[config.mk]
export PLATFORM = sky130hd
export DESIGN_NAME = seq_detect_prog
export DESIGN_NICKNAME = d
export VERILOG_FILES = /design/src/rtl/seq_detect_prog.sv
export SDC_FILE = /design/constraint.sdc
export NUM_CORES = 1
export LEC_CHECK = 0
export ABC_AREA = 1
export CORE_MARGIN = 3
export CORE_UTILIZATION = 30
export CTS_CLUSTER_DIAMETER = 200
export DETAILED_ROUTE_END_ITERATION = 16
export GPL_TIMING_DRIVEN = 0
export PLACE_DENSITY = 0.5
export SETUP_SLACK_MARGIN = 0.5
export SYNTH_ARGS = -nofsm -noshare
export SYNTH_HDL_FRONTEND = slang
export SYNTH_SLANG_ARGS = --single-unit
[constraint.sdc]
create_clock -name clk -period 6.3 [get_ports clk]
set_input_delay 1.575 -clock clk [delete_from_list [all_inputs] [get_ports clk]]
set_output_delay 1.575 -clock clk [all_outputs]
set_load 0.01 [all_outputs]
[src/rtl/seq_detect_prog.sv]
`default_nettype none
// ============================================================================
// Module      : seq_detect_prog
// Description : Programmable serial bit-pattern detector. Compares a stream of
//               qualified bits against a run-time pattern of 1..MAX_LEN bits,
//               with overlapping or non-overlapping detection, and produces a
//               registered one-cycle match pulse plus a saturating counter.
// Revision    : 1.0 - initial release
// ============================================================================
module seq_detect_prog #(
    parameter  int MAX_LEN = 8,
    parameter  int CNT_W   = 8,
    localparam int LEN_W   = $clog2(MAX_LEN + 1)
) (
    input  logic               clk,
    input  logic               rst,
    input  logic               cfg_we,
    input  logic [MAX_LEN-1:0] cfg_pattern,
    input  logic [LEN_W-1:0]   cfg_len,
    input  logic               cfg_overlap,
    input  logic               in_valid,
    input  logic               in_bit,
    output logic               match,
    output logic [CNT_W-1:0]   match_count,
    output logic               count_sat
);

    // Reset configuration reproduces the legacy 11011 detector.
    localparam logic [MAX_LEN-1:0] c_rst_pat = MAX_LEN'(5'b11011);
    localparam logic [LEN_W-1:0]   c_rst_len = LEN_W'(5);
    localparam logic [LEN_W-1:0]   c_max_len = LEN_W'(MAX_LEN);

    typedef enum logic [1:0] {
        EMPTY   = 2'd0,
        FILLING = 2'd1,
        ARMED   = 2'd2
    } state_t;

    state_t               r_state;
    logic [MAX_LEN-1:0]   r_pat;
    logic [LEN_W-1:0]     r_len;
    logic                 r_ovl;
    // Only MAX_LEN-1 past bits are ever needed: the newest bit comes straight
    // from in_bit when the comparison window is formed.
    logic [MAX_LEN-2:0]   r_hist;
    logic [LEN_W-1:0]     r_fill;

    logic [LEN_W-1:0]     w_cfg_len;
    logic [MAX_LEN-1:0]   w_window;
    logic [MAX_LEN-1:0]   w_mask;
    logic                 w_ready;
    logic                 w_hit;
    logic [LEN_W-1:0]     w_fill_inc;
    logic [LEN_W-1:0]     w_fill_nxt;
    state_t               w_state_nxt;
    logic [CNT_W-1:0]     w_cnt_nxt;

    // Clamp the programmed length and evaluate the hit for the bit on in_bit.
    always_comb begin
        w_cfg_len = (cfg_len > c_max_len) ? c_max_len : cfg_len;
        w_window  = {r_hist, in_bit};
        // Shifting by MAX_LEN yields zero, so a full-length pattern gets an
        // all-ones mask.
        w_mask    = ~({MAX_LEN{1'b1}} << r_len);
        // Enough history exists once the new bit completes len bits.
        w_ready   = (r_state == ARMED) || (r_fill == r_len - LEN_W'(1));
        w_hit     = (r_len != '0) && w_ready &&
                    (((w_window ^ r_pat) & w_mask) == '0);

        w_fill_inc = (r_fill == r_len) ? r_fill : r_fill + LEN_W'(1);
        w_fill_nxt = (w_hit && !r_ovl) ? '0 : w_fill_inc;

        if (w_fill_nxt == '0) begin
            w_state_nxt = EMPTY;
        end else if (w_fill_nxt == r_len) begin
            w_state_nxt = ARMED;
        end else begin
            w_state_nxt = FILLING;
        end

        w_cnt_nxt = (&match_count) ? match_count : match_count + CNT_W'(1);
    end

    // Detector state machine with configuration, history and registered outputs.
    always_ff @(posedge clk) begin
        if (rst) begin
            r_pat       <= c_rst_pat;
            r_len       <= c_rst_len;
            r_ovl       <= 1'b1;
            r_hist      <= '0;
            r_fill      <= '0;
            r_state     <= EMPTY;
            match       <= 1'b0;
            match_count <= '0;
            count_sat   <= 1'b0;
        end else if (cfg_we) begin
            // New configuration wins over a simultaneous data bit, which is dropped.
            r_pat       <= cfg_pattern;
            r_len       <= w_cfg_len;
            r_ovl       <= cfg_overlap;
            r_hist      <= '0;
            r_fill      <= '0;
            r_state     <= EMPTY;
            match       <= 1'b0;
            match_count <= '0;
            count_sat   <= 1'b0;
        end else if (in_valid) begin
            r_hist  <= (w_hit && !r_ovl) ? '0 : w_window[MAX_LEN-2:0];
            r_fill  <= w_fill_nxt;
            r_state <= w_state_nxt;
            match   <= w_hit;
            if (w_hit) begin
                match_count <= w_cnt_nxt;
                count_sat   <= &w_cnt_nxt;
            end
        end else begin
            // Gaps are transparent: history holds, only the pulse drops.
            match <= 1'b0;
        end
    end

endmodule
`default_nettype wire

==> metrics.txt <==
run status complete, no violations; path depth of the worst reg2reg path 14; WS Path Type in -> reg; Die X 89.3 um; CTS resizes 0; Min-Delay Endpoint r_state[0]; Initial Util 31.9%; hold depth 2; met2 wire length 2.22 mm; Pwr Density 197 nW/um2; Peak supply drop 0.113 mV; R2R setup slack 4040 ps; Final min period 3110 ps; initial antenna violation count 0; FILL cells 710; skew final 4.70 ps; Post-CTS Hold Buffers 0; Critical Path End Type flip-flop; Slew Viols, Final 0; root buffer cell clkbuf_8; clock latency on the worst-skew pair 290 ps; first-pass GRT wire length 8.42 mm; Die Height 89.3 um; final non-filler cell total 404; via count 1,912; DIE AREA 7980 um2; RD Place Congestion 0.768; clock-pin slew on the worst setup and hold paths 70 ps; RSZ-0062 raised after global routing false; Area Growth Syn to Fin 21.6%; Antenna Cells 0; clk sinks 36; core area 6530 um2; max_cap viols 0; Period Utilization, post-route 49.3%; relative slew slack 66.0%; DRC 0; TritonCTS Buffers 5; Yosys cell types 34; drt total wl 4.90 mm; top-area cell type share of the netlist area 34.6%; EDFF count, synth 0; Worst-Margin Slew 510 ps; Synth Cell Area 2080 um2; DR top layer met4; Met3 Wirelength 160 um; half-perimeter wire length after placement 3.73 mm; Worst Hold Launch r_state[0]; register area share after synthesis 34.6%; Routed Antenna Nets 0; Synthesized Nets 316; largest area contributor in the netlist dfxtp_1; Mapped Cells 293; crit path launch type input pin; area of the multi-input gates 1170 um2; quantity of I/O buffers inserted on ports 26; detailed-router iteration count before antenna repair 4; # nets final 349; Hold Vio Cnt, Final 0; Max FO, Critical Path 10; Hold Crit Class reg -> reg; Mean Syn Cell Area 7.11 um2; R2R Path End r_state[0]; final setup TNS 0 ps; number of global-route vias before repair 1,726; routed length per instance 12.1 um; reg2reg start r_len[1]; f_max 322 MHz; TritonCTS clock tree yes; M1 wire length 2.46 mm; I/O pin cnt 28; grt ovf 0; H-tree lvl count 2; placed cells 396; Req. time, crit path 6470 ps; DR iter-0 viols 87; Area contributors post-synth dfxtp_1 35%, nand2_1 14%, a21oi_1 6.0%; Vias per Instance 4.73; Total GRT Usage 13.6%; pin count of the biggest net entering global routing 12; Core Rows 29; Main synth FF type dfxtp_1; # setup viols final 0; CP Data Arrival Time 3280 ps; register area 721 um2; layout cell share with drive strength beyond 1 12.5%; FF+latch count, synth 36; deepest clock path buffer count 2; YS warnings 0; Leak 0.994 nW; Async SR Flop Fraction 0%; Post-CTS Setup Repair Bufs 0
==> metrics by stage <==
stage / setup slack [ps] / cell area [um2] / hold WS, ps / total power [mW] / utilization, %
after floorplan: 3560 / 2080 / 445 / 0.305 / -
after global placement: 2890 / 2440 / 454 / 0.330 / 37.3
after detailed placement: 2890 / 2440 / 459 / 0.330 / 37.3
after CTS: 3190 / 2530 / 472 / 0.506 / 38.8
after global routing: 3050 / 2530 / 502 / 0.527 / 38.8
final: 3190 / 2530 / 471 / 0.499 / 38.8
==> worst max-delay path: stages <==
cell             delay [ps]
clkdlybuf4s50_1         490
xnor2_1                 140
nand2_1                  70
nor2_1                  100
nand2_1                  90
nor2_4                  130
nand3_4                 130
buf_6                   170
nand3_4                  60
nand2_4                  50
nor2_4                   90
nand2_1                  60
nand2_1                  60
a21oi_1                  60
==> flip-flops by register name, summed over array words and instances (netlist names) <==
signal and flops:
match 1, r_hist 7, count_sat 1, r_fill 4, match_count 8, r_len 4
r_state 2, r_ovl 1, r_pat 8
==> cell type report <==
cell class / instances / area share (%)
Multi-Input combinational cell: 214 / 46.4
Sequential cell: 36 / 28.5
Timing Repair Buffer: 26 / 10.3
Inverter: 34 / 5.04
Tap cell: 77 / 3.80
Clock buffer: 7 / 3.41
Buffer: 9 / 2.32
Clock inverter: 1 / 0.296
==> where the power goes <==
part           switching [mW]  internal, mW
Sequential            0.00721         0.235
Combinational          0.0478        0.0344
Clock                  0.0854        0.0889
Total                   0.140         0.358
==> logic make-up after synthesis <==
| family | Yosys count | synth area share, % |
|---|---|---|
| AO/OA/AOI/OAI | 62 | 17.0 |
| XOR/XNOR | 13 | 5.47 |
| adder cells (fa/ha/maj) | 5 | 3.00 |
| buffers and inverters | 43 | 8.95 |
| flip-flops | 36 | 34.6 |
| AND/OR/NAND/NOR | 134 | 30.9 |
==> synthesized netlist by cell type, types with 3 or more instances <==
cell type,n
nor2_1,15
a31oi_1,4
clkbuf_1,3
inv_1,24
o21ai_1,7
o21ai_0,18
xor2_1,7
nor2_2,3
a21oi_1,25
nand2_2,6
inv_2,8
nand2_1,78
dfxtp_1,36
xnor2_1,6
nand3_1,21
ha_1,5
==> layer usage <==
| metal | GRT usage (%) | up-vias |
|---|---|---|
| li1 | - | 1016 |
| met5 | 0 | - |
| met1 | 19.9 | 858 |
| met3 | 2.49 | 7 |
| met4 | 4.47 | 0 |
| met2 | 20.2 | 31 |
==> placed cells by master (no fill, tap or decap), types with 3 or more instances in the layout <==
master            n
nand2_1          78
dfxtp_1          36
clkdlybuf4s50_1  26
a21oi_1          25
inv_1            24
nand3_1          21
o21ai_0          18
nor2_1           15
inv_2             8
xor2_1            7
o21ai_1           7
xnor2_1           6
nand2_2           6
clkbuf_8          6
ha_1              5
clkbuf_1          4
a31oi_1           4
nor2_2            3
==> worst max path at each step <==
| stage | slack, ps | start | end |
|---|---|---|---|
| after floorplan | 3560 | in_bit | r_state[0] |
| after global placement | 2890 | in_bit | r_state[0] |
| after detailed placement | 2890 | in_bit | r_state[0] |
| after CTS | 3190 | in_bit | r_state[0] |
| after global routing | 3050 | in_bit | r_state[0] |
| final | 3190 | in_bit | r_state[0] |
(Power assumes the default switching activity.)
